**src/rtl/f32_operand_loader_pkg.sv**
```systemverilog
// -----------------------------------------------------------------------------
// f32_io_pkg
// Shared types and constants for the byte-serial operand loader that feeds the
// single-precision adder/subtractor.
//   - state_e        : loader FSM states
//   - BYTES_PER_WORD : bytes that make up one operand word
//   - F32_*_W        : IEEE-754 single-precision field widths
//   - is_last_byte() : true when the byte counter sits on the final byte slot
// -----------------------------------------------------------------------------
package f32_io_pkg;

    typedef enum logic [2:0] {
        LOAD_A,
        LOAD_B,
        LOAD_OP,
        SETTLE,
        HOLD
    } state_e;

    localparam int BYTE_W         = 8;
    localparam int BYTES_PER_WORD = 4;

    localparam int F32_SIGN_W = 1;
    localparam int F32_EXP_W  = 8;
    localparam int F32_MAN_W  = 23;
    localparam int F32_W      = F32_SIGN_W + F32_EXP_W + F32_MAN_W;

    // Byte counter width is fixed at 2 bits; the last slot is BYTES_PER_WORD-1.
    function automatic logic is_last_byte(input logic [1:0] cnt);
        return cnt == 2'(BYTES_PER_WORD - 1);
    endfunction

endpackage

```
**src/rtl/f32_operand_loader_if.sv**
```systemverilog
// -----------------------------------------------------------------------------
// f32_operand_loader_if
// Bundles the two handshaked channels of the operand loader:
//   byte input : din[7:0], din_valid (upstream -> loader), din_ready (loader -> upstream)
//   result     : res[31:0], res_uf, res_of, res_valid (loader -> consumer),
//                res_ready (consumer -> loader)
// Modports:
//   master : the upstream byte source plus the result consumer
//   slave  : the loader itself
// -----------------------------------------------------------------------------
interface f32_operand_loader_if;
    import f32_io_pkg::*;

    logic [BYTE_W-1:0] din;
    logic              din_valid;
    logic              din_ready;

    logic [F32_W-1:0]  res;
    logic              res_uf;
    logic              res_of;
    logic              res_valid;
    logic              res_ready;

    modport master (
        output din, din_valid, res_ready,
        input  din_ready, res, res_uf, res_of, res_valid
    );

    modport slave (
        input  din, din_valid, res_ready,
        output din_ready, res, res_uf, res_of, res_valid
    );

endinterface

```
**src/rtl/f32_byte_shifter.sv**
```systemverilog
// -----------------------------------------------------------------------------
// f32_byte_shifter
// 32-bit big-endian shift-in register. Each enabled cycle shifts the word left
// by one byte and inserts din at the bottom, so the first byte of a word ends
// up in bits 31:24 after four shifts.
// Ports:
//   clk  in  1   rising-edge clock
//   clr  in  1   synchronous clear (wins over en)
//   en   in  1   shift din in this cycle
//   din  in  8   byte to insert
//   q    out 32  assembled word
// -----------------------------------------------------------------------------
module f32_byte_shifter
    import f32_io_pkg::*;
(
    input  logic              clk,
    input  logic              clr,
    input  logic              en,
    input  logic [BYTE_W-1:0] din,
    output logic [F32_W-1:0]  q
);

    // NOTE: registers are written with <= so every flop samples pre-edge values.
    always_ff @(posedge clk) begin
        if (clr) begin
            q <= '0;
        end else if (en) begin
            q <= {q[F32_W-BYTE_W-1:0], din};
        end
    end

endmodule

```
**src/rtl/f32_operand_loader.sv**
```systemverilog
// -----------------------------------------------------------------------------
// f32_operand_loader
// Byte-serial front end for the combinational f32 adder/subtractor. Collects
// operand A (4 bytes), operand B (4 bytes) and an op byte, holds them stable on
// opa/opb/opsel, waits SETTLE_CYCLES for the adder to settle, then captures the
// adder result and flags into a held result register with its own handshake.
// Parameters:
//   SETTLE_CYCLES  cycles from op-byte acceptance to result capture (1..15)
// Ports:
//   clk            in   1   rising-edge clock
//   rst_n          in   1   synchronous active-low reset
//   bus            slave    byte input channel and result channel
//   opa, opb       out  32  operands to the adder (change only on accepted bytes)
//   opsel          out  1   0 = add, 1 = subtract
//   add_r          in   32  adder result
//   add_underflow  in   1   adder underflow flag
//   add_overflow   in   1   adder overflow flag
//   busy           out  1   a transaction is in progress
// -----------------------------------------------------------------------------
module f32_operand_loader
    import f32_io_pkg::*;
#(
    parameter int SETTLE_CYCLES = 2
)
(
    input  logic                 clk,
    input  logic                 rst_n,
    f32_operand_loader_if.slave  bus,
    output logic [F32_W-1:0]     opa,
    output logic [F32_W-1:0]     opb,
    output logic                 opsel,
    input  logic [F32_W-1:0]     add_r,
    input  logic                 add_underflow,
    input  logic                 add_overflow,
    output logic                 busy
);

    // Counter is preloaded with SETTLE_CYCLES-1 so capture lands exactly
    // SETTLE_CYCLES edges after the op byte is accepted.
    localparam logic [3:0] SETTLE_LOAD = 4'(SETTLE_CYCLES - 1);

    state_e      state_q, state_d;
    logic [1:0]  byte_cnt_q, byte_cnt_d;
    logic [3:0]  settle_cnt_q, settle_cnt_d;

    logic        accept;
    logic        shift_a;
    logic        shift_b;
    logic        load_op;
    logic        capture;
    logic        release_res;
    logic        clr;

    // din_ready is a register, so a byte handshake never depends
    // combinationally on din_valid.
    assign accept = bus.din_valid && bus.din_ready;
    assign clr    = !rst_n;

    // -------------------------------------------------------------------------
    // Operand shift registers
    // -------------------------------------------------------------------------
    f32_byte_shifter u_shift_a (
        .clk (clk),
        .clr (clr),
        .en  (shift_a),
        .din (bus.din),
        .q   (opa)
    );

    f32_byte_shifter u_shift_b (
        .clk (clk),
        .clr (clr),
        .en  (shift_b),
        .din (bus.din),
        .q   (opb)
    );

    // -------------------------------------------------------------------------
    // Next-state and control decode
    // -------------------------------------------------------------------------
    always_comb begin
        // NOTE: every output of this block gets a default first, so no path
        // through the case leaves a signal unassigned and no latch is inferred.
        state_d      = state_q;
        byte_cnt_d   = byte_cnt_q;
        settle_cnt_d = settle_cnt_q;
        shift_a      = 1'b0;
        shift_b      = 1'b0;
        load_op      = 1'b0;
        capture      = 1'b0;
        release_res  = 1'b0;

        case (state_q)
            LOAD_A: begin
                if (accept) begin
                    shift_a    = 1'b1;
                    byte_cnt_d = byte_cnt_q + 2'd1;
                    if (is_last_byte(byte_cnt_q)) begin
                        state_d = LOAD_B;
                    end
                end
            end

            LOAD_B: begin
                if (accept) begin
                    shift_b    = 1'b1;
                    byte_cnt_d = byte_cnt_q + 2'd1;
                    if (is_last_byte(byte_cnt_q)) begin
                        state_d = LOAD_OP;
                    end
                end
            end

            LOAD_OP: begin
                if (accept) begin
                    load_op      = 1'b1;
                    settle_cnt_d = SETTLE_LOAD;
                    state_d      = SETTLE;
                end
            end

            SETTLE: begin
                if (settle_cnt_q == 4'd0) begin
                    capture = 1'b1;
                    state_d = HOLD;
                end else begin
                    settle_cnt_d = settle_cnt_q - 4'd1;
                end
            end

            HOLD: begin
                if (bus.res_ready) begin
                    release_res = 1'b1;
                    state_d     = LOAD_A;
                end
            end

            default: begin
                state_d = LOAD_A;
            end
        endcase
    end

    // -------------------------------------------------------------------------
    // State, op select, result register and handshake flags
    // -------------------------------------------------------------------------
    always_ff @(posedge clk) begin
        if (!rst_n) begin
            state_q       <= LOAD_A;
            byte_cnt_q    <= 2'd0;
            settle_cnt_q  <= 4'd0;
            opsel         <= 1'b0;
            bus.res       <= '0;
            bus.res_uf    <= 1'b0;
            bus.res_of    <= 1'b0;
            bus.res_valid <= 1'b0;
            bus.din_ready <= 1'b0;
        end else begin
            state_q      <= state_d;
            byte_cnt_q   <= byte_cnt_d;
            settle_cnt_q <= settle_cnt_d;

            // Only bit 0 of the op byte is meaningful.
            if (load_op) begin
                opsel <= bus.din[0];
            end

            if (capture) begin
                bus.res       <= add_r;
                bus.res_uf    <= add_underflow;
                bus.res_of    <= add_overflow;
                bus.res_valid <= 1'b1;
            end else if (release_res) begin
                bus.res_valid <= 1'b0;
            end

            // Registered from the next state so it is 0 through the reset
            // cycle and rises on the first edge after reset is released.
            bus.din_ready <= (state_d == LOAD_A) || (state_d == LOAD_B) ||
                             (state_d == LOAD_OP);
        end
    end

    assign busy = !((state_q == LOAD_A) && (byte_cnt_q == 2'd0));

endmodule
```
**src/flat_wrapper.sv**
```systemverilog
// flat-port wrapper written by rule: the top's interface ports become plain ports
module f32_operand_loader_flat import f32_io_pkg::*;
#(
    parameter int SETTLE_CYCLES = 2
)
  (clk, rst_n, opa, opb, opsel, add_r, add_underflow, add_overflow, busy, bus_din, bus_din_valid, bus_res_ready, bus_din_ready, bus_res, bus_res_uf, bus_res_of, bus_res_valid);
  f32_operand_loader_if bus_i ();
  input  logic clk;
  input  logic rst_n;
  output logic [F32_W-1:0] opa;
  output logic [F32_W-1:0] opb;
  output logic opsel;
  input  logic [F32_W-1:0] add_r;
  input  logic add_underflow;
  input  logic add_overflow;
  output logic busy;
  input wire logic [$bits(bus_i.din)-1:0] bus_din;
  input wire logic [$bits(bus_i.din_valid)-1:0] bus_din_valid;
  input wire logic [$bits(bus_i.res_ready)-1:0] bus_res_ready;
  output wire logic [$bits(bus_i.din_ready)-1:0] bus_din_ready;
  output wire logic [$bits(bus_i.res)-1:0] bus_res;
  output wire logic [$bits(bus_i.res_uf)-1:0] bus_res_uf;
  output wire logic [$bits(bus_i.res_of)-1:0] bus_res_of;
  output wire logic [$bits(bus_i.res_valid)-1:0] bus_res_valid;
  assign bus_i.din = bus_din;
  assign bus_i.din_valid = bus_din_valid;
  assign bus_i.res_ready = bus_res_ready;
  assign bus_din_ready = bus_i.din_ready;
  assign bus_res = bus_i.res;
  assign bus_res_uf = bus_i.res_uf;
  assign bus_res_of = bus_i.res_of;
  assign bus_res_valid = bus_i.res_valid;
  f32_operand_loader #(.SETTLE_CYCLES(SETTLE_CYCLES)) u_core (.clk(clk), .rst_n(rst_n), .bus(bus_i), .opa(opa), .opb(opb), .opsel(opsel), .add_r(add_r), .add_underflow(add_underflow), .add_overflow(add_overflow), .busy(busy));
endmodule
```
**config.mk**
```make
export PLATFORM = sky130hd
export DESIGN_NAME = f32_operand_loader_flat
export DESIGN_NICKNAME = d
export VERILOG_FILES = /design/src/rtl/f32_operand_loader_pkg.sv /design/src/rtl/f32_operand_loader_if.sv /design/src/rtl/f32_byte_shifter.sv /design/src/rtl/f32_operand_loader.sv /design/src/flat_wrapper.sv
export SDC_FILE = /design/constraint.sdc
export NUM_CORES = 1
export LEC_CHECK = 0
export BUFFER_PORTS_ARGS = -buffer_cell sky130_fd_sc_hd__buf_4
export CELL_PAD_IN_SITES_DETAIL_PLACEMENT = 0
export CELL_PAD_IN_SITES_GLOBAL_PLACEMENT = 1
export CORE_MARGIN = 5
export CORE_UTILIZATION = 36
export DETAILED_ROUTE_END_ITERATION = 16
export MAX_ROUTING_LAYER = met4
export PLACE_DENSITY_LB_ADDON = 0.1
export SLEW_MARGIN = 20
export SYNTH_ARGS = -nofsm -noshare
export SYNTH_HDL_FRONTEND = slang
export SYNTH_SLANG_ARGS = --single-unit
```
**constraint.sdc**
```tcl
create_clock -name clk -period 1.7 [get_ports clk]
set_input_delay 0.255 -clock clk [delete_from_list [all_inputs] [get_ports clk]]
set_output_delay 0.255 -clock clk [all_outputs]
set_load 0.05 [all_outputs]
```
Word level (Yosys, flattened, before mapping)
Index checks and enable logic that the tools add are counted.
W data, S select, Z words.
{"block": "totals", "register_bits": 110, "elab_cells": 57}
{"block": "op_classes", "addsub": 2, "eq_ne": 9, "n_mux": 21, "n_reduce_logical": 14}
{"cell": "$mux W3", "n": 7}
{"cell": "$pmux W3 S5", "n": 1}
{"cell": "$mux W1", "n": 10}
{"cell": "$eq A3 B2 Y1 const B", "n": 3}
{"cell": "$mux W4", "n": 2}
{"cell": "$pmux W4 S2", "n": 1}
{"cell": "$eq A3 B1 Y1 const B", "n": 2}
{"cell": "$logic_not A3 Y1", "n": 2}
{"cell": "$logic_not A4 Y1", "n": 1}
{"cell": "$reduce_bool A2 Y1", "n": 2}
{"cell": "$sub A4 B1 Y4 const B", "n": 1}
{"cell": "$eq A3 B3 Y1 const B", "n": 1}
{"cell": "$reduce_and A3 Y1", "n": 1}
{"cell": "$add A2 B1 Y2 const B", "n": 1}
{"cell": "$eq A2 B2 Y1 const B", "n": 1}
{"cell": "$logic_and A1 B1 Y1", "n": 2}
{"cell": "$logic_not A2 Y1", "n": 1}
{"cell": "$logic_or A1 B1 Y1", "n": 2}
{"cell": "$ne A2 B1 Y1 const B", "n": 1}
{"cell": "$ne A2 B2 Y1 const B", "n": 1}
{"cell": "$reduce_and A2 Y1", "n": 1}
{"cell": "$reduce_or A2 Y1", "n": 1}
{"cell": "$logic_not A1 Y1", "n": 1}

Logic depth before layout (Yosys ltp)
{"block": "depth", "depth_word": 7, "depth_mapped": 7, "depth_no_buf": 5}

Cells and area by module
Synthesis repeated with hierarchy kept, for this count alone.
{"block": "hier_totals", "hier_cells": 425, "area_unflattened_um2": 4296.6}
{"mod": "f32_byte_shifter", "instances": 2, "cells_per_inst": 103, "area_each_um2": 1163.6}
{"mod": "f32_operand_loader", "instances": 1, "cells_per_inst": 219, "area_each_um2": 1969.4}

Worst setup path before layout
No wires, ideal clock.
{"block": "synth_timing", "kind": "register -> register", "start": "register u_core.bus.din_ready", "end": "register u_core.u_shift_b.q[24]", "setup_time_ns": 0.070, "arrival_ns": 1.535, "required_time_ns": 1.630, "slack_ns": 0.094, "path_stages_with_launch": 7, "n_path_buf": 3, "period_less_slack_ns": 1.606, "path_cell_list": "dfxtp_1 > and3b_2 > buf_2 > buf_6 > buf_4 > nand3_1 > a21oi_1"}
{"block": "synth_via", "elab_chain_cells": 3}
{"element": "start, declared", "line_no": "f32_operand_loader_if.sv:31", "source": "output din_ready, res, res_uf, res_of, res_valid"}
{"element": "start signal, assigned", "line_no": "f32_operand_loader.sv:179", "source": "bus.din_ready <= (state_d == LOAD_A) || (state_d == LOAD_B) ||"}
{"element": "$logic_and A1 B1 Y1", "line_no": "f32_operand_loader.sv:56", "source": "assign accept = bus.din_valid && bus.din_ready;"}
{"element": "$mux W1", "line_no": "f32_operand_loader.sv:105", "source": "if (accept) begin"}
{"element": "$mux W1", "line_no": "f32_operand_loader.sv:93", "source": "case (state_q)"}
{"element": "end signal, assigned", "line_no": "f32_byte_shifter.sv:28", "source": "q <= {q[F32_W-BYTE_W-1:0], din};"}
{"element": "end, declared", "line_no": "f32_byte_shifter.sv:20", "source": "output logic [F32_W-1:0] q"}
No other way between the ends.
A chain may end at the register's enable or synchronous reset.

Final worst setup path
{"block": "layout_timing", "start": "register u_core.state_q[2]", "end": "output port busy"}
{"block": "layout_via", "elab_chain_cells": 3}
{"element": "start, declared", "line_no": "f32_operand_loader.sv:42", "source": "state_e state_q, state_d;"}
{"element": "start signal, assigned", "line_no": "f32_operand_loader.sv:159", "source": "state_q <= state_d;"}
{"element": "$logic_not A3 Y1", "line_no": "f32_operand_loader.sv:184", "source": "assign busy = !((state_q == LOAD_A) && (byte_cnt_q == 2'd0));"}
{"element": "$logic_and A1 B1 Y1", "line_no": "f32_operand_loader.sv:184"}
{"element": "$logic_not A1 Y1", "line_no": "f32_operand_loader.sv:184"}
{"element": "end, declared", "line_no": "flat_wrapper.sv:16", "source": "output logic busy;"}
No other way between the ends.

==> impl.org <==
** Global route
- Total routing resource utilization after global routing :: 0.177
- The first global-routing pass estimated 20900 um of wire.
- Entering global routing, the biggest net connects 71 pins.
- Summed over all layers, the global routing overflow is 0.
- The via count of the first global-routing pass is ~4.0k.
- The initial antenna violation count came to 0.

** Logic synthesis
- Synthesized instance count :: 527
- Mapped Nets :: just under 600
- Synth Flop Type :: sky130_fd_sc_hd__dfxtp_1
- Count of flip-flops with a built-in enable after synthesis :: 0
- After synthesis the cells add up to 4460 um^2.
- Cell accounting for the most synthesized area :: sky130_fd_sc_hd__dfxtp_1
- Total of flip-flops plus latches after synthesis :: 110
- Synth top cells by count :: 110 x sky130_fd_sc_hd__dfxtp_1, 105 x sky130_fd_sc_hd__a21oi_1, 101 x sky130_fd_sc_hd__o21ai_0
- Share of the yosys chip area belonging to registers :: 0.494
- YS warnings :: 0
- Of all flip-flops after synthesis, the portion carrying an async set or reset was 0.
- Library cells used by synthesis :: 40
- Synthesized area per cell :: ~8.5 um^2
- sky130_fd_sc_hd__dfxtp_1 is the most common cell in the netlist.
- Share of Yosys cell area claimed by the top area cell type :: 0.494
- By area the synthesized netlist is led by sky130_fd_sc_hd__dfxtp_1 49%, sky130_fd_sc_hd__a21oi_1 12%, sky130_fd_sc_hd__o21ai_0 11%, sky130_fd_sc_hd__nand3_1 11%, sky130_fd_sc_hd__clkbuf_1 2.2%.

** Drt
- # DRC :: 0
- Pre-antenna DRT Iters :: 4
- In this run the remaining antenna-violating nets after routing total 0.
- Using the TritonRoute via totals, the vias-per-cell ratio works out to 5.22.
- Routed vias :: 4267
- Initial DRC Count :: 300
- Detailed-route wire length :: ~13000 um
- Dividing the detail-routed wire length by the instance count gives ~16 um.

** Pwr
- The share of total power dissipated in the clock network is 0.407.
- Power per Cell Area :: 826 nW/um^2
- Worst vdd ir :: slightly below 0.0007 V
- The share of total power dissipated in combinational logic is 0.065.
- Of the total power, the share spent switching nets is 0.225.
- Static leakage :: around 2.3 nW
- Net switching component of the power :: 1.11 mW
- Design internal power :: 3.83 mW
- Sequential cell fraction of total power :: 0.528

** Clocking
- Worst skew pair latency :: 0.34 ns
- TritonCTS sink count :: 110
- CTS placed an instance of sky130_fd_sc_hd__clkbuf_16 at the clock tree root.
- Buffer depth of the longest clock path :: 2
- Hold repair after CTS inserted 0 buffers.
- Clock tree from TritonCTS :: done
- In this run the post-CTS setup repair buffer count came out at 0.
- After clock tree synthesis, the clock-pin slew on the worst setup and hold paths is ~0.070 ns.
- The number of clock buffers added by TritonCTS is 9.
- The H-tree was split into 3 levels.
- Number of gates given a new drive strength after cts :: 2

** Placement
- The congestion estimate from routability-driven global placement came to between 0.7 and 0.8.
- Placement-stage cell area :: 5690 um^2
- Half-perimeter wire length after detailed placement :: 8680 um
- In this run the tool buffered the top-level ports with 147 buffer cells.
- Number of placed instances with taps included :: 802

** Timing
- The number of max-slew violations in the final report was 0.
- Worst Max-Slew Pin Slew :: roughly 0.42 ns
- Worst hold slack across all endpoints :: 0.173 ns
- Total setup violations reported at the end of the flow :: 0
- In this run the tightest slew margin relative to its limit is 0.721.
- Total count of hold-check failures in the final report :: 0
- On the final layout, the worst clock skew is 0.00354 ns.
- Setup repair after global routing left no endpoint under its margin.
- Dividing the final minimum period by the clock period gives 0.939.
- After layout, the minimum clock period comes to ~1.6 ns.
- Summed over all failing endpoints, the final setup total negative slack is 0 ns.
- Achievable frequency :: 627 MHz

** Setup path
- The worst register-to-register path begins at u_core.settle_cnt_q[0].
- Along the worst path, the maximum fanout reaches 9.
- Critical path capture point type :: output port
- Worst setup path startpoint :: u_core.state_q[2]
- Required time worst endpoint :: around 1.4 ns
- STA classifies the critical path startpoint as a flop.
- Type of the setup path with the least slack :: reg2out
- Worst EP arrival :: 1.34 ns

** Final layout
- Of the cells placed in the final design, the portion with a size suffix greater than 1 is 0.294.
- P&R area growth vs syn :: 34.1%
- After filler insertion, the fill cell instance count of the layout stands at 1197.
- After routing the design area is 5980 um^2.
- Count of non-filler cells in the finished layout :: a little over 800
- # diodes :: 0
- Measured on the finished design, the core utilization comes to 0.496.
- After the last flow step, the layout net total stands at 695.

** Floorplan
- The initial utilization of the core area, before any placement, comes to 0.370.
- X dimension of the die :: 121 um
- Cell Rows :: 40
- Number of top-level pins :: around 150
- The floorplan step set the die height to about 120 um.
- The total area inside the core boundary comes to 12100 um^2.
- Area enclosed by the die boundary :: 14700 um^2

** Status
- The run finished with clean final reports.

** Hold path
- Start point of the worst min-delay path :: add_r[25]
- Kind of path behind the tightest hold check :: in2reg

** Run
- Across the run, the number of max-cap violations was 0.
==> worst max-delay path, cell delays in order, from the launching register on <==
cell                       delay, ns
sky130_fd_sc_hd__dfxtp_1        0.50
sky130_fd_sc_hd__buf_4          0.19
sky130_fd_sc_hd__nand3b_1       0.10
sky130_fd_sc_hd__buf_4          0.20
==> flip-flops by register name, summed over array words and instances, names as in the netlist <==
signal,cells
u_core.bus.res_uf,1
u_core.settle_cnt_q,4
u_core.u_shift_b.q,32
u_core.opsel,1
u_core.u_shift_a.q,32
u_core.byte_cnt_q,2
u_core.bus.res,32
u_core.bus.res_of,1
u_core.bus.din_ready,1
u_core.bus.res_valid,1
u_core.state_q,3
==> worst paths after layout <==
kind | to | slack, ns | cells past startpoint
max | busy | 0.10 | 3
min | u_core.bus.res[25] | 0.17 | 3
min reg2reg | u_core.u_shift_b.q[29] | 0.48 | 2
max reg2reg | u_core.settle_cnt_q[2] | 0.17 | 5
==> metal layers <==
layer  track usage  vias to the layer above  wire (um)
li1              -                     2123          -
met1         0.221                     2013       5690
met2         0.288                      122       6380
met3        0.0485                        9        840
met4        0.0357                        0        114
met5             -                        -          0
==> metrics by stage <==
step	setup WS [ns]	total power [mW]
3_3_place_gp	0.245	2.99
4_1_cts	0.0864	5.00
6_report	0.104	4.94
2_1_floorplan	0.0941	2.83
3_5_place_dp	0.168	2.99
5_1_grt	0.0184	5.12
==> power by group through the flow <==
stage / logic [mW] / clock network [mW] / registers [mW]
2_1_floorplan: 0.119 / 0 / 2.71
3_3_place_gp: 0.324 / 0 / 2.67
3_5_place_dp: 0.323 / 0 / 2.67
4_1_cts: 0.324 / 2.07 / 2.61
5_1_grt: 0.345 / 2.17 / 2.61
6_report: 0.321 / 2.01 / 2.61
==> logic make-up (layout without fill, tap and decap cells) <==
| family | Yosys count | count (layout) | share of synthesized area |
|---|---|---|---|
| mux | 1 | 1 | 0.00224 |
| flops | 110 | 110 | 0.494 |
| compound gates | 219 | 219 | 0.252 |
| buf+inv | 63 | 186 | 0.0732 |
| simple gates | 130 | 130 | 0.167 |
| fa+ha+maj | 4 | 4 | 0.0112 |
==> cell usage in the layout (no fill, tap or decap), types with 2 or more instances in the layout <==
cell type,n
sky130_fd_sc_hd__buf_4,157
sky130_fd_sc_hd__dfxtp_1,108
sky130_fd_sc_hd__a21oi_1,105
sky130_fd_sc_hd__o21ai_0,101
sky130_fd_sc_hd__nand3_1,100
sky130_fd_sc_hd__clkbuf_16,9
sky130_fd_sc_hd__buf_12,7
sky130_fd_sc_hd__inv_1,5
sky130_fd_sc_hd__o21ai_1,5
sky130_fd_sc_hd__nand2_1,4
sky130_fd_sc_hd__ha_1,4
sky130_fd_sc_hd__nand2b_1,3
sky130_fd_sc_hd__clkinv_2,3
sky130_fd_sc_hd__clkbuf_8,3
sky130_fd_sc_hd__nand3b_1,2
sky130_fd_sc_hd__or2_1,2
sky130_fd_sc_hd__nand3b_4,2
sky130_fd_sc_hd__nor3b_1,2
sky130_fd_sc_hd__or3_1,2
sky130_fd_sc_hd__a31oi_1,2
sky130_fd_sc_hd__dfxtp_2,2
==> cell type report <==
class	count	area, um^2	area share
Sequential cell	110	2200	0.369
Inverter	6	23.8	0.00398
Tap cell	168	210	0.0352
Timing Repair Buffer	164	1320	0.221
Clock inverter	3	17.5	0.00293
Clock buffer	13	270	0.0452
Multi-Input combinational cell	354	1930	0.323
Note: power is estimated with default switching activity, not from simulation.
